===== src/rtl/seg_pkg.sv =====
// Shared types and the 7-segment hex table for the display scan decoder.
package seg_pkg;

   localparam int DEF_NUM_DIGITS = 8;

   typedef logic [6:0] seg_pattern_t;

   // Patterns are active-low gfedcba; any other pattern is a miss.
   function automatic logic [3:0] seg_to_hex(
      input  seg_pattern_t p,
      output logic         hit
   );
      hit = 1'b1;
      case (p)
         7'h40:   seg_to_hex = 4'h0;
         7'h79:   seg_to_hex = 4'h1;
         7'h24:   seg_to_hex = 4'h2;
         7'h30:   seg_to_hex = 4'h3;
         7'h19:   seg_to_hex = 4'h4;
         7'h12:   seg_to_hex = 4'h5;
         7'h02:   seg_to_hex = 4'h6;
         7'h78:   seg_to_hex = 4'h7;
         7'h00:   seg_to_hex = 4'h8;
         7'h10:   seg_to_hex = 4'h9;
         7'h08:   seg_to_hex = 4'hA;
         7'h03:   seg_to_hex = 4'hB;
         7'h46:   seg_to_hex = 4'hC;
         7'h21:   seg_to_hex = 4'hD;
         7'h06:   seg_to_hex = 4'hE;
         7'h0E:   seg_to_hex = 4'hF;
         default: begin
            hit        = 1'b0;
            seg_to_hex = 4'h0;
         end
      endcase
   endfunction

endpackage


===== src/rtl/seg_stable_filter.sv =====
// Registers the display drive and strobes once per stable period.
module seg_stable_filter
   import seg_pkg::*;
#(
   parameter int NUM_DIGITS    = DEF_NUM_DIGITS,
   parameter int STABLE_CYCLES = 4
) (
   input  logic                  clk,
   input  logic                  reset,
   input  seg_pattern_t          led_i,
   input  logic [NUM_DIGITS-1:0] seg_i,
   output logic                  cap_o,
   output seg_pattern_t          led_o,
   output logic [NUM_DIGITS-1:0] seg_o
);

   localparam int CW = (STABLE_CYCLES > 2) ? $clog2(STABLE_CYCLES) : 1;
   localparam logic [CW-1:0] CMAX = CW'(STABLE_CYCLES - 1);

   seg_pattern_t          led_q;
   seg_pattern_t          prev_led_q;
   logic [NUM_DIGITS-1:0] seg_q;
   logic [NUM_DIGITS-1:0] prev_seg_q;
   logic [CW-1:0]         cnt_q;
   logic                  done_q;
   logic                  same;
   logic                  sat;

   assign same  = {led_q, seg_q} == {prev_led_q, prev_seg_q};
   assign sat   = cnt_q == CMAX;
   assign cap_o = sat & ~done_q;

   // The previous sample is the one already proven stable by the compare.
   assign led_o = prev_led_q;
   assign seg_o = prev_seg_q;

   always_ff @(posedge clk or negedge reset) begin
      if (!reset) begin
         led_q      <= '0;
         seg_q      <= '0;
         prev_led_q <= '0;
         prev_seg_q <= '0;
         cnt_q      <= '0;
         done_q     <= 1'b0;
      end else begin
         led_q      <= led_i;
         seg_q      <= seg_i;
         prev_led_q <= led_q;
         prev_seg_q <= seg_q;
         if (!same) begin
            cnt_q  <= '0;
            done_q <= 1'b0;
         end else begin
            if (!sat) cnt_q <= cnt_q + CW'(1);
            if (cap_o) done_q <= 1'b1;
         end
      end
   end

endmodule


===== src/rtl/seg_scan_decoder.sv =====
// Rebuilds the hex digits shown on a scanned 7-segment display.
module seg_scan_decoder
   import seg_pkg::*;
#(
   parameter int NUM_DIGITS    = DEF_NUM_DIGITS,
   parameter int STABLE_CYCLES = 4
) (
   input  logic                    clk,
   input  logic                    reset,
   input  logic [6:0]              led,
   input  logic [NUM_DIGITS-1:0]   segment,
   output logic [4*NUM_DIGITS-1:0] digits,
   output logic [NUM_DIGITS-1:0]   digit_valid,
   output logic                    frame_done,
   output logic                    err
);

   localparam int IW = (NUM_DIGITS > 2) ? $clog2(NUM_DIGITS) : 1;
   localparam int ZW = $clog2(NUM_DIGITS + 1);

   logic                         cap;
   seg_pattern_t                 stb_led;
   logic [NUM_DIGITS-1:0]        stb_seg;
   logic [ZW-1:0]                zero_cnt;
   logic [IW-1:0]                zero_idx;
   logic [3:0]                   hex;
   logic                         hit;

   logic [NUM_DIGITS-1:0][3:0]   digits_q, digits_d;
   logic [NUM_DIGITS-1:0]        valid_q, valid_d;
   logic [NUM_DIGITS-1:0]        seen_q, seen_d;
   logic                         fd_q, fd_d;
   logic                         err_q, err_d;

   seg_stable_filter #(
      .NUM_DIGITS    (NUM_DIGITS),
      .STABLE_CYCLES (STABLE_CYCLES)
   ) u_filter (
      .clk   (clk),
      .reset (reset),
      .led_i (led),
      .seg_i (segment),
      .cap_o (cap),
      .led_o (stb_led),
      .seg_o (stb_seg)
   );

   always_comb begin
      zero_cnt = '0;
      zero_idx = '0;
      for (int i = 0; i < NUM_DIGITS; i++) begin
         if (!stb_seg[i]) begin
            zero_cnt = zero_cnt + ZW'(1);
            zero_idx = IW'(i);
         end
      end
   end

   always_comb begin
      digits_d = digits_q;
      valid_d  = valid_q;
      seen_d   = seen_q;
      fd_d     = 1'b0;
      err_d    = 1'b0;
      hex      = seg_to_hex(stb_led, hit);
      if (cap) begin
         unique case (1'b1)
            (zero_cnt == '0): ;
            (zero_cnt == ZW'(1)): begin
               if (hit) begin
                  digits_d[zero_idx] = hex;
                  valid_d[zero_idx]  = 1'b1;
                  seen_d = seen_q | (NUM_DIGITS'(1) << zero_idx);
                  if (&seen_d) begin
                     fd_d   = 1'b1;
                     seen_d = '0;
                  end
               end else begin
                  err_d = 1'b1;
               end
            end
            default: err_d = 1'b1;
         endcase
      end
   end

   always_ff @(posedge clk or negedge reset) begin
      if (!reset) begin
         digits_q <= '0;
         valid_q  <= '0;
         seen_q   <= '0;
         fd_q     <= 1'b0;
         err_q    <= 1'b0;
      end else begin
         digits_q <= digits_d;
         valid_q  <= valid_d;
         seen_q   <= seen_d;
         fd_q     <= fd_d;
         err_q    <= err_d;
      end
   end

   assign digits      = digits_q;
   assign digit_valid = valid_q;
   assign frame_done  = fd_q;
   assign err         = err_q;

endmodule


===== config.mk =====
export PLATFORM = sky130hd
export DESIGN_NAME = seg_scan_decoder
export DESIGN_NICKNAME = d
export VERILOG_FILES = /design/src/rtl/seg_pkg.sv /design/src/rtl/seg_stable_filter.sv /design/src/rtl/seg_scan_decoder.sv
export SDC_FILE = /design/constraint.sdc
export NUM_CORES = 1
export LEC_CHECK = 0
export CAP_MARGIN = 10
export CORE_MARGIN = 2
export CORE_UTILIZATION = 30
export DETAILED_ROUTE_END_ITERATION = 8
export PLACE_DENSITY = 0.61
export SYNTH_ARGS = -nofsm -noshare
export SYNTH_HDL_FRONTEND = slang
export SYNTH_SLANG_ARGS = --single-unit

===== constraint.sdc =====
create_clock -name clk -period 4.5 [get_ports clk]
set_clock_uncertainty 0.15 [all_clocks]
set_input_delay 0.9 -clock clk [delete_from_list [all_inputs] [get_ports clk]]
set_output_delay 0.9 -clock clk [all_outputs]
set_load 0.005 [all_outputs]

==> metrics.cfg <==
[floorplanning]
ioPinCount = 59
rows = 41
coreArea_um2 = 12700
initial_core_util_pct = 30.9
chipWidth_um = 118
die_h_um = 118
die_area_um2 = 14000

[power_and_ir_drop]
sw_frac_of_total_pct = 25.9
powerDensity_nw_per_um2 = 342
intPower_w = 0.00135
irDropWorstVdd_v = 0.000193
pwr-share-clk_pct = 39.7
p_sw_w = 0.000473
p_leak_nw = 2.45
power.total_w = 0.00183
seqPwrFrac_pct = 43.0
p_comb_share_pct = 17.3

[sta]
setup_viol = 0
rsz0062_at_grt = yes
fin_ws_ns = 0.0695
setup_tns_ns = 0
fmax_mhz = 226
relSlewSlack_pct = 32.0
hold_slack_ns = 0.240
slew_viol_final = 0
fin_crit_sh_pct = 98.5
worst_pin_slew_ns = 1.02
hold_viol = 0
period_needed_ns = 4.43

[worst_setup_path]
r2r_start = u_filter.seg_o[0]$_DFF_PN0_
start_kind = flip-flop
worstSetupEndpointType = flip-flop
crit_path_max_incr_delay_ns = 0.40
cp_slowest_cell = dfrtp_1
required_ns = 4.57
crit_chain = inv_2 > ha_4 > xnor2_2 > ha_1 > nand2b_1 > nand2_1 > ha_1 > nand2b_1 > nand2_1 > ha_1 > nor2_1 > a31oi_1 > a21o_1 > ha_4 > mux2i_4 > inv_2 > ha_4 > xor2_1 > a32o_2 > nand4bb_4 > buf_6 > nor3_2 > buf_4 > mux2_2
arrival_ns = 4.50
reg2reg_to = digits[9]$_DFFE_PN0P_
cp_max_fo = 6
r2r_slack_ns = 0.07
cp-startpoint = u_filter.seg_o[0]$_DFF_PN0_
rr_worst_depth = 24
worstSetupPathType = reg -> reg

[route]
drtPass1Iterations = 4
drt-initial-drc-count = 163
drt_wl_total_um = 8380
route.vias.total = 2721
postRouteAntennaNets = 0
vias_per_cell = 4.64
drc = 0
wl_per_cell_um = 14.3

[synthesis]
syn_area_um2 = 3910
synth_edf_count = 0
yosys-top-cells-area = dfrtp_1 53%, mux2_2 7.8%, xor2_1 4.0%, ha_1 2.6%, xnor2_1 2.0%
synth_top_area_share_pct = 53.1
syn_avg_cell_area_um2 = 12.0
synth_top_area_cell = dfrtp_1
yosys_warnings = 0
synthFlopType = dfrtp_1
synthCells = 325
yosysMostFrequentCell = dfrtp_1
synth_nets = 350
yosysUniqueCellTypes = 57
ys_seq_area_share_pct = 53.1
synth-seq-cells = 83
ys_top_cells_by_count = 83 x dfrtp_1, 27 x mux2_2, 18 x xor2_1, 15 x nor2_1
ys_async_sr_fraction_pct = 100

[cells_and_area]
layout-drive-gt1-share_pct = 25.6
area_growth_pct = 36.4
final_nets = 434
multi_input_area_um2 = 1890
fillCellCount = 1195
regArea_um2 = 2080
diodes = 0

[cts]
postCtsHoldBufs = 0
clkLatencyLatePin_ns = 0.33
cts-root-buf = clkbuf_16
numCtsBuffers = 9
cts_buffer_depth = 2
clkSinkCount = 83
cts.htree.levels = 3
clk_transition_reported_paths_ns = 0.06
cts_tree = yes

[place]
gp_congestion = 0.825
hpwl_um = 5830
pre_cts_ws_ns = -0.134
port_buffers = 58

[outcome]
run_status = finished, final reports clean

[grt]
antenna_found_initial = 0
grt_pass1_wl_um = 13800
grt_pass1_vias = 2777
grt_max_degree = 84
grt_usage_pct = 12.3
grt.overflow.total = 0

[worst_hold_path]
whs_path_depth = 0
hold_end = u_filter.led_o[6]$_DFF_PN0_
hp-start = u_filter.led_q[6]$_DFF_PN0_
hold_class = reg -> reg

[flow_run]
maxCapViolCount = 0

==> stage by stage <==
stage               utilization (%)  instances  area [um2]
finish                         42.1        586        5340
detailed placement             38.0        560        4810
CTS                            40.7        579        5160
floorplan                         -        325        3950
global placement               38.0        560        4810
global route                   42.1        586        5340
==> repair_timing <==
action                     in CTS  in global routing
resized for setup               5                 29
setup endpoints to repair      21                 45
pin swaps                       2                  5
setup buffers                   3                  7
==> logic make-up (layout without fill, tap and decap cells) <==
family                     Yosys count  count (layout)  share of synthesized area, %
xor gates and xnor gates            31              31                          8.09
adders and majority gates            8               8                          2.56
DFF                                 83              83                          53.1
buffers and inverters               28             117                          3.01
AOI/OAI and AO/OA                   33              33                          5.91
and+or+nand+nor                    106             106                          16.8
muxes                               36              36                          10.6
==> flip-flops by register name, summed over array words and instances (netlist names) <==
name             count
digits              32
digit_valid          8
seen_q               8
u_filter.seg_o       8
u_filter.seg_q       8
u_filter.led_o       7
u_filter.led_q       7
u_filter.cnt_q       2
err                  1
frame_done           1
u_filter.done_q      1
==> final cells by class <==
cell class / count / area share [%]
sequential: 83 / 38.9
multi-input combinational: 214 / 35.4
clock buffer: 11 / 4.36
timing repair buffer: 88 / 15.2
tap: 172 / 4.03
clock inverter: 5 / 1.17
inverter: 13 / 0.914
==> how the worst max path moves through the flow <==
stage                             endpoint  slack, ns  cells past startpoint
detailed placement   digits[5]$_DFFE_PN0P_      -0.13                     22
CTS                 digits[14]$_DFFE_PN0P_       0.05                     24
floorplan            digits[4]$_DFFE_PN0P_      -0.04                     23
global placement     digits[5]$_DFFE_PN0P_      -0.01                     22
global route         digits[9]$_DFFE_PN0P_      -0.26                     24
finish               digits[9]$_DFFE_PN0P_       0.07                     24
==> critical path, delay by kind of cell (launching register included) <==
family                     cells  cell delay, ns
DFF                            1            0.40
and+or+nand+nor                7            0.62
xor gates and xnor gates       2            0.28
buffers and inverters          4            0.47
muxes                          2            0.51
adders and majority gates      6            1.45
AOI/OAI and AO/OA              3            0.45
==> cell usage in the layout (no fill, tap or decap), drive strengths merged, types with 10 or more instances in the layout <==
| cell type | Yosys | final |
|---|---|---|
| buf | 7 | 31 |
| clkbuf | 8 | 11 |
| clkdlybuf4s50 | 0 | 57 |
| dfrtp | 83 | 83 |
| inv | 12 | 13 |
| mux2 | 32 | 32 |
| nand2 | 12 | 12 |
| nand2b | 12 | 12 |
| nand3 | 11 | 11 |
| nor2 | 16 | 16 |
| nor3 | 10 | 10 |
| xnor2 | 10 | 10 |
| xor2 | 19 | 19 |
==> power by group through the flow <==
stage / sequential, W / clock [W] / combinational, W
after detailed placement: 0.000799 / 0 / 0.000262
after global routing: 0.000788 / 0.000781 / 0.000352
after global placement: 0.000798 / 0 / 0.000256
final: 0.000785 / 0.000725 / 0.000317
after floorplan: 0.000782 / 0 / 0.000183
after CTS: 0.000784 / 0.000749 / 0.000275
==> per-layer routing <==
layer,global-route usage [%],part of all wire [%],vias to the layer above,wire [um]
li1,-,-,1311,-
met1,16.1,48,1345,4010
met2,19.5,46,49,3890
met3,2.85,3.2,16,271
met4,5.57,2.4,0,204
met5,0,0,-,0
(Power assumes the default switching activity.)
